### src/rtl/branch_resolve_unit.sv
// Branch resolution: compares resolved outcome to prediction, drives flush/redirect,
// pulses predictor updates and queues ROB/CDB writebacks in a small FIFO.
module branch_resolve_unit #(
    parameter int XLEN  = 32,
    parameter int TAG_W = 6,
    parameter int DEPTH = 4
) (
    input  logic             clk,
    input  logic             rst,
    input  logic             fu_valid,
    output logic             fu_ready,
    input  logic             fu_ctrl,
    input  logic [XLEN-1:0]  fu_result,
    input  logic [XLEN-1:0]  fu_link_reg,
    input  logic             fu_taken,
    input  logic             fu_link,
    input  logic [XLEN-1:0]  fu_pc,
    input  logic [TAG_W-1:0] fu_tag,
    input  logic             pred_taken,
    input  logic [XLEN-1:0]  pred_target,
    output logic             flush,
    output logic             redirect_valid,
    output logic [XLEN-1:0]  redirect_pc,
    input  logic             redirect_ready,
    output logic             bpu_upd_valid,
    output logic [XLEN-1:0]  bpu_upd_pc,
    output logic             bpu_upd_taken,
    output logic [XLEN-1:0]  bpu_upd_target,
    output logic             wb_valid,
    input  logic             wb_ready,
    output logic [TAG_W-1:0] wb_tag,
    output logic             wb_we,
    output logic [XLEN-1:0]  wb_data,
    output logic             wb_mispred
);

    localparam int PTR_W = $clog2(DEPTH);
    localparam int CNT_W = PTR_W + 1;

    typedef enum logic [0:0] {IDLE, REDIRECT} state_t;

    state_t state, state_next;

    logic [TAG_W-1:0] fifo_tag     [DEPTH];
    logic             fifo_we      [DEPTH];
    logic [XLEN-1:0]  fifo_data    [DEPTH];
    logic             fifo_mispred [DEPTH];

    logic [PTR_W-1:0] wr_ptr, rd_ptr;
    logic [CNT_W-1:0] count;

    logic accept, mispred, push, pop;
    logic [XLEN-1:0] correct_pc;

    assign fu_ready   = (state == IDLE) && (count < CNT_W'(DEPTH));
    assign accept     = fu_valid && fu_ready;
    assign mispred    = fu_ctrl && ((fu_taken != pred_taken) ||
                                    (fu_taken && (fu_result != pred_target)));
    assign correct_pc = fu_taken ? fu_result : fu_pc + XLEN'(4);
    assign push       = accept;
    assign wb_valid   = (count != '0);
    assign pop        = wb_valid && wb_ready;

    assign redirect_valid = (state == REDIRECT);

    always_comb begin
        state_next = state;
        case (state)
            IDLE:     if (accept && mispred) state_next = REDIRECT;
            REDIRECT: if (redirect_ready)    state_next = IDLE;
            default:  state_next = IDLE;
        endcase
    end

    always_ff @(posedge clk) begin
        if (rst) begin
            state          <= IDLE;
            flush          <= 1'b0;
            redirect_pc    <= '0;
            bpu_upd_valid  <= 1'b0;
            bpu_upd_pc     <= '0;
            bpu_upd_taken  <= 1'b0;
            bpu_upd_target <= '0;
        end else begin
            state         <= state_next;
            flush         <= accept && mispred;
            bpu_upd_valid <= accept && fu_ctrl;
            if (accept && mispred) begin
                redirect_pc <= correct_pc;
            end
            if (accept && fu_ctrl) begin
                bpu_upd_pc     <= fu_pc;
                bpu_upd_taken  <= fu_taken;
                bpu_upd_target <= fu_result;
            end
        end
    end

    // Storage is not reset: resetting the pointers and count discards its contents.
    always_ff @(posedge clk) begin
        if (push) begin
            fifo_tag[wr_ptr]     <= fu_tag;
            fifo_we[wr_ptr]      <= fu_link || !fu_ctrl;
            fifo_data[wr_ptr]    <= fu_link ? fu_link_reg : fu_result;
            fifo_mispred[wr_ptr] <= mispred;
        end
    end

    always_ff @(posedge clk) begin
        if (rst) begin
            wr_ptr <= '0;
            rd_ptr <= '0;
            count  <= '0;
        end else begin
            if (push) wr_ptr <= wr_ptr + 1'b1;
            if (pop)  rd_ptr <= rd_ptr + 1'b1;
            if (push && !pop)      count <= count + 1'b1;
            else if (pop && !push) count <= count - 1'b1;
        end
    end

    assign wb_tag     = fifo_tag[rd_ptr];
    assign wb_we      = fifo_we[rd_ptr];
    assign wb_data    = fifo_data[rd_ptr];
    assign wb_mispred = fifo_mispred[rd_ptr];

endmodule

### config.mk
export PLATFORM = sky130hd
export DESIGN_NAME = branch_resolve_unit
export DESIGN_NICKNAME = d
export VERILOG_FILES = /design/src/rtl/branch_resolve_unit.sv
export SDC_FILE = /design/constraint.sdc
export NUM_CORES = 1
export LEC_CHECK = 0
export ABC_AREA = 1
export CORE_MARGIN = 3
export CORE_UTILIZATION = 50
export CTS_BUF_LIST = sky130_fd_sc_hd__clkbuf_4
export DETAILED_ROUTE_END_ITERATION = 7
export HOLD_SLACK_MARGIN = 0.02
export PLACE_DENSITY = 0.84
export SYNTH_ARGS = -nofsm -noshare
export SYNTH_HDL_FRONTEND = slang
export SYNTH_SLANG_ARGS = --single-unit
### constraint.sdc
create_clock -name clk -period 3.2 [get_ports clk]
set_input_delay 0.64 -clock clk [delete_from_list [all_inputs] [get_ports clk]]
set_output_delay 0.64 -clock clk [all_outputs]
set_load 0.03 [all_outputs]
==> reports/qor.yml <==
cp.required_ns: 2.56
die_w_um: 162.0
numCtsBuffers: 71
cts_tree: "yes"
die_h_um: 162.0
grt_setup_unrepaired: "false"
clkTransAtPathRegs_ns: 0.06
critPathLaunchType: "flop"
synthMuxAreaShare_pct: 0
fin_skew_ns: 0.03394
synth_cell_types: 36
coreArea_mm2: 0.02368
rr_worst_depth: 8
fin_nets: 1882
cts_hold_buf: 0
hold_ws_ns: 0.3818
viasPerCell: 5.476
grtUsageTotal_pct: 31.38
grt_pass1_vias: 11400
worst_pin_slew_ns: 0.8243
ys_seq_area_share_pct: 57.45
crit_fanout: 32
synth_top_family_by_area: "simple AND/OR/NAND/NOR gates"
avgSynthCellArea_um2: 8.552
finalCriticalPeriod_ns: 3.132
synthXorXnorAreaFrac_pct: 1.080
synth_nets: 1572
clkLatencyLatePin_ns: 0.68
end_kind: "output pin"
grt_first_pass_wirelength_mm: 63.37
leakage_nw: 6.568
cp.arrival_ns: 2.49
synth_top_area_share_pct: 39.51
r2r_slack_ns: 1.05
hold_viol_final: 0
dr.pass1.iters: 6
whs_path_depth: 3
portBuffers: 284
tns_ns: 0
cts.sinks: 269
fillers: 1859
crit_slowest_cell: "clkdlybuf4s50_1"
fin_ws_ns: 0.06817
drv_slew: 0
setup_viol: 0
grt_antenna_before_repair: 7
die-area_mm2: 0.02623
io_pins: 285
placed_cell_area_mm2: 0.01535
grt_remaining_overflow: 0
rows: 56
synth_top_area_cell: "edfxtp_1"
avgRoutedWirePerCell_um: 19.93
run_status: "finished, final reports clean"
gp_congestion: 0.9150
yosys-top-cells-area: "edfxtp_1 40%, dfxtp_1 18%, nand2_1 10%"
synth-seq-cells: 269
clock_path_buffers: 3
fmaxAchievable_ghz: 0.3193
async_flop_share_pct: 0
syn_inst: 1422
dominantRegCellSynth: "edfxtp_1"
post-place-ws_ns: 0.2532
synth_compound_area_share_pct: 11.88
dp_hpwl_mm: 29.80
slew_headroom_pct: 44.99
drt-initial-drc-count: 1148
drt_drc_violations_left: 0
vdd_drop_max_v: 0.0003401
root_buffer: "clkbuf_4"
synthSimpleGateAreaFrac_pct: 21.73
ys.warnings.count: 0
grt_max_degree: 69
fin_crit_sh_pct: 97.87
crit_type: "flop to output pin"
powerDensity_mw_per_mm2: 652.0
critical_path.cell_chain: "buf_6 > o21ai_0 > o22ai_1 > clkdlybuf4s50_1"
areaGrowthSynthToFinish_pct: 33.97
htree_levels: 3
drive_above_1_share_pct: 9.770
max_stage_delay_ns: 0.69
postRouteWirelength_mm: 41.93
start_util_pct: 51.35
routed-via-count: 11520
final_area_mm2: 0.01629
maxCapViolations: 0
detail-route-antenna-nets: 0
synthAdderAreaFrac_pct: 0.7820
synth-edff-count: 160
hold_class: "input port to flop"
syn_area_mm2: 0.01216
postCtsSetupBuffers: 0
-- layout by cell type (no fill, tap or decap), types with 20 or more instances in the layout --
cell / count
nand3_1: 93
clkbuf_4: 100
o21ai_0: 138
nand2_1: 333
o22ai_1: 43
clkdlybuf4s50_1: 251
nand4_1: 20
dfxtp_1: 107
nor2_1: 173
edfxtp_1: 160
buf_4: 34
a21oi_1: 84
inv_1: 128
-- layout make-up --
class / instances / area, µm² / area share [%]
inverters: 136 / 510.5 / 3.133
clock inverters: 22 / 127.6 / 0.7833
flip-flops and latches: 269 / 6992 / 42.92
well taps: 319 / 399.1 / 2.450
repair buffers: 316 / 3156 / 19.37
diodes: 4 / 10.01 / 0.06144
multi-input cells: 938 / 4347 / 26.68
clock buffers: 100 / 750.7 / 4.608
-- path summary, 6_finish.rpt --
| path | from | endpoint |
|---|---|---|
| setup reg to reg | redirect_valid | redirect_pc[5] |
| setup / recovery | flop | wb_tag[4] |
| hold reg to reg | bpu_upd_pc[14] | bpu_upd_pc[14] |
| hold / removal | fu_ctrl | bpu_upd_target[18] |
-- power breakdown --
group          internal, mW  switching (mW)  leakage (nW)
Clock                  1.53            1.44         0.518
Combinational          1.21            2.21          3.69
Sequential             4.07           0.168          2.36
-- flip-flops by register name, summed over array words and instances, names as in the netlist, named ones only --
| name | count |
|---|---|
| fifo_mispred | 4 |
| bpu_upd_valid | 1 |
| bpu_upd_target | 32 |
| fifo_we | 4 |
| flush | 1 |
| bpu_upd_taken | 1 |
| rd_ptr | 2 |
| redirect_valid | 1 |
| redirect_pc | 32 |
| wr_ptr | 2 |
| count | 3 |
| bpu_upd_pc | 32 |
| fifo_tag | 24 |
| fifo_data | 128 |
-- per-layer routing --
metal | routed length [µm] | vias up | track usage, %
li1 | - | 5402 | -
met2 | 19950 | 652 | 52.16
met5 | 44 | - | 0
met1 | 15590 | 5349 | 38.03
met3 | 4448 | 112 | 8.391
met4 | 1902 | 6 | 15.20
-- synthesized netlist by cell type (all sizes together), types with 3 or more instances --
master and n:
clkinv 4, nor2 181, o21bai 3, clkbuf 58, o22ai 43, nand2 335
xor2 3, dfxtp 109, nor3 5, buf 21, a21oi 84, inv 132
xnor2 12, ha 6, nand3 95, o21ai 139, nand4 20, edfxtp 160
-- cells by family after synthesis --
| family | count (synthesis) |
|---|---|
| adder cells (fa/ha/maj) | 7 |
| AO/OA/AOI/OAI | 274 |
| AND/OR/NAND/NOR | 642 |
| XOR/XNOR | 15 |
| flip-flops | 269 |
| buffers and inverters | 215 |
-- worst max-delay path: cells and delay by family (launching register included) --
family | cells | cell delay [ns]
buf+inv | 2 | 0.98
compound gates | 2 | 0.34
flops | 1 | 0.49
-- through the flow --
stage | total power [mW] | std cells | utilization (%)
final | 10.62 | 2104 | 68.79
after global routing | 11.11 | 2103 | 68.78
after CTS | 10.65 | 2100 | 68.57
after detailed placement | 7.720 | 1978 | 64.81
after global placement | 7.628 | 1978 | 64.81
after floorplan | 6.231 | 1422 | -
-- timing repair --
action | 4_1_cts | 5_1_grt
endpoints found under the setup margin | 30 | 17
gates resized for setup | 8 | 17
pin swaps | 0 | 0
Note: power is estimated with default switching activity, not from simulation.
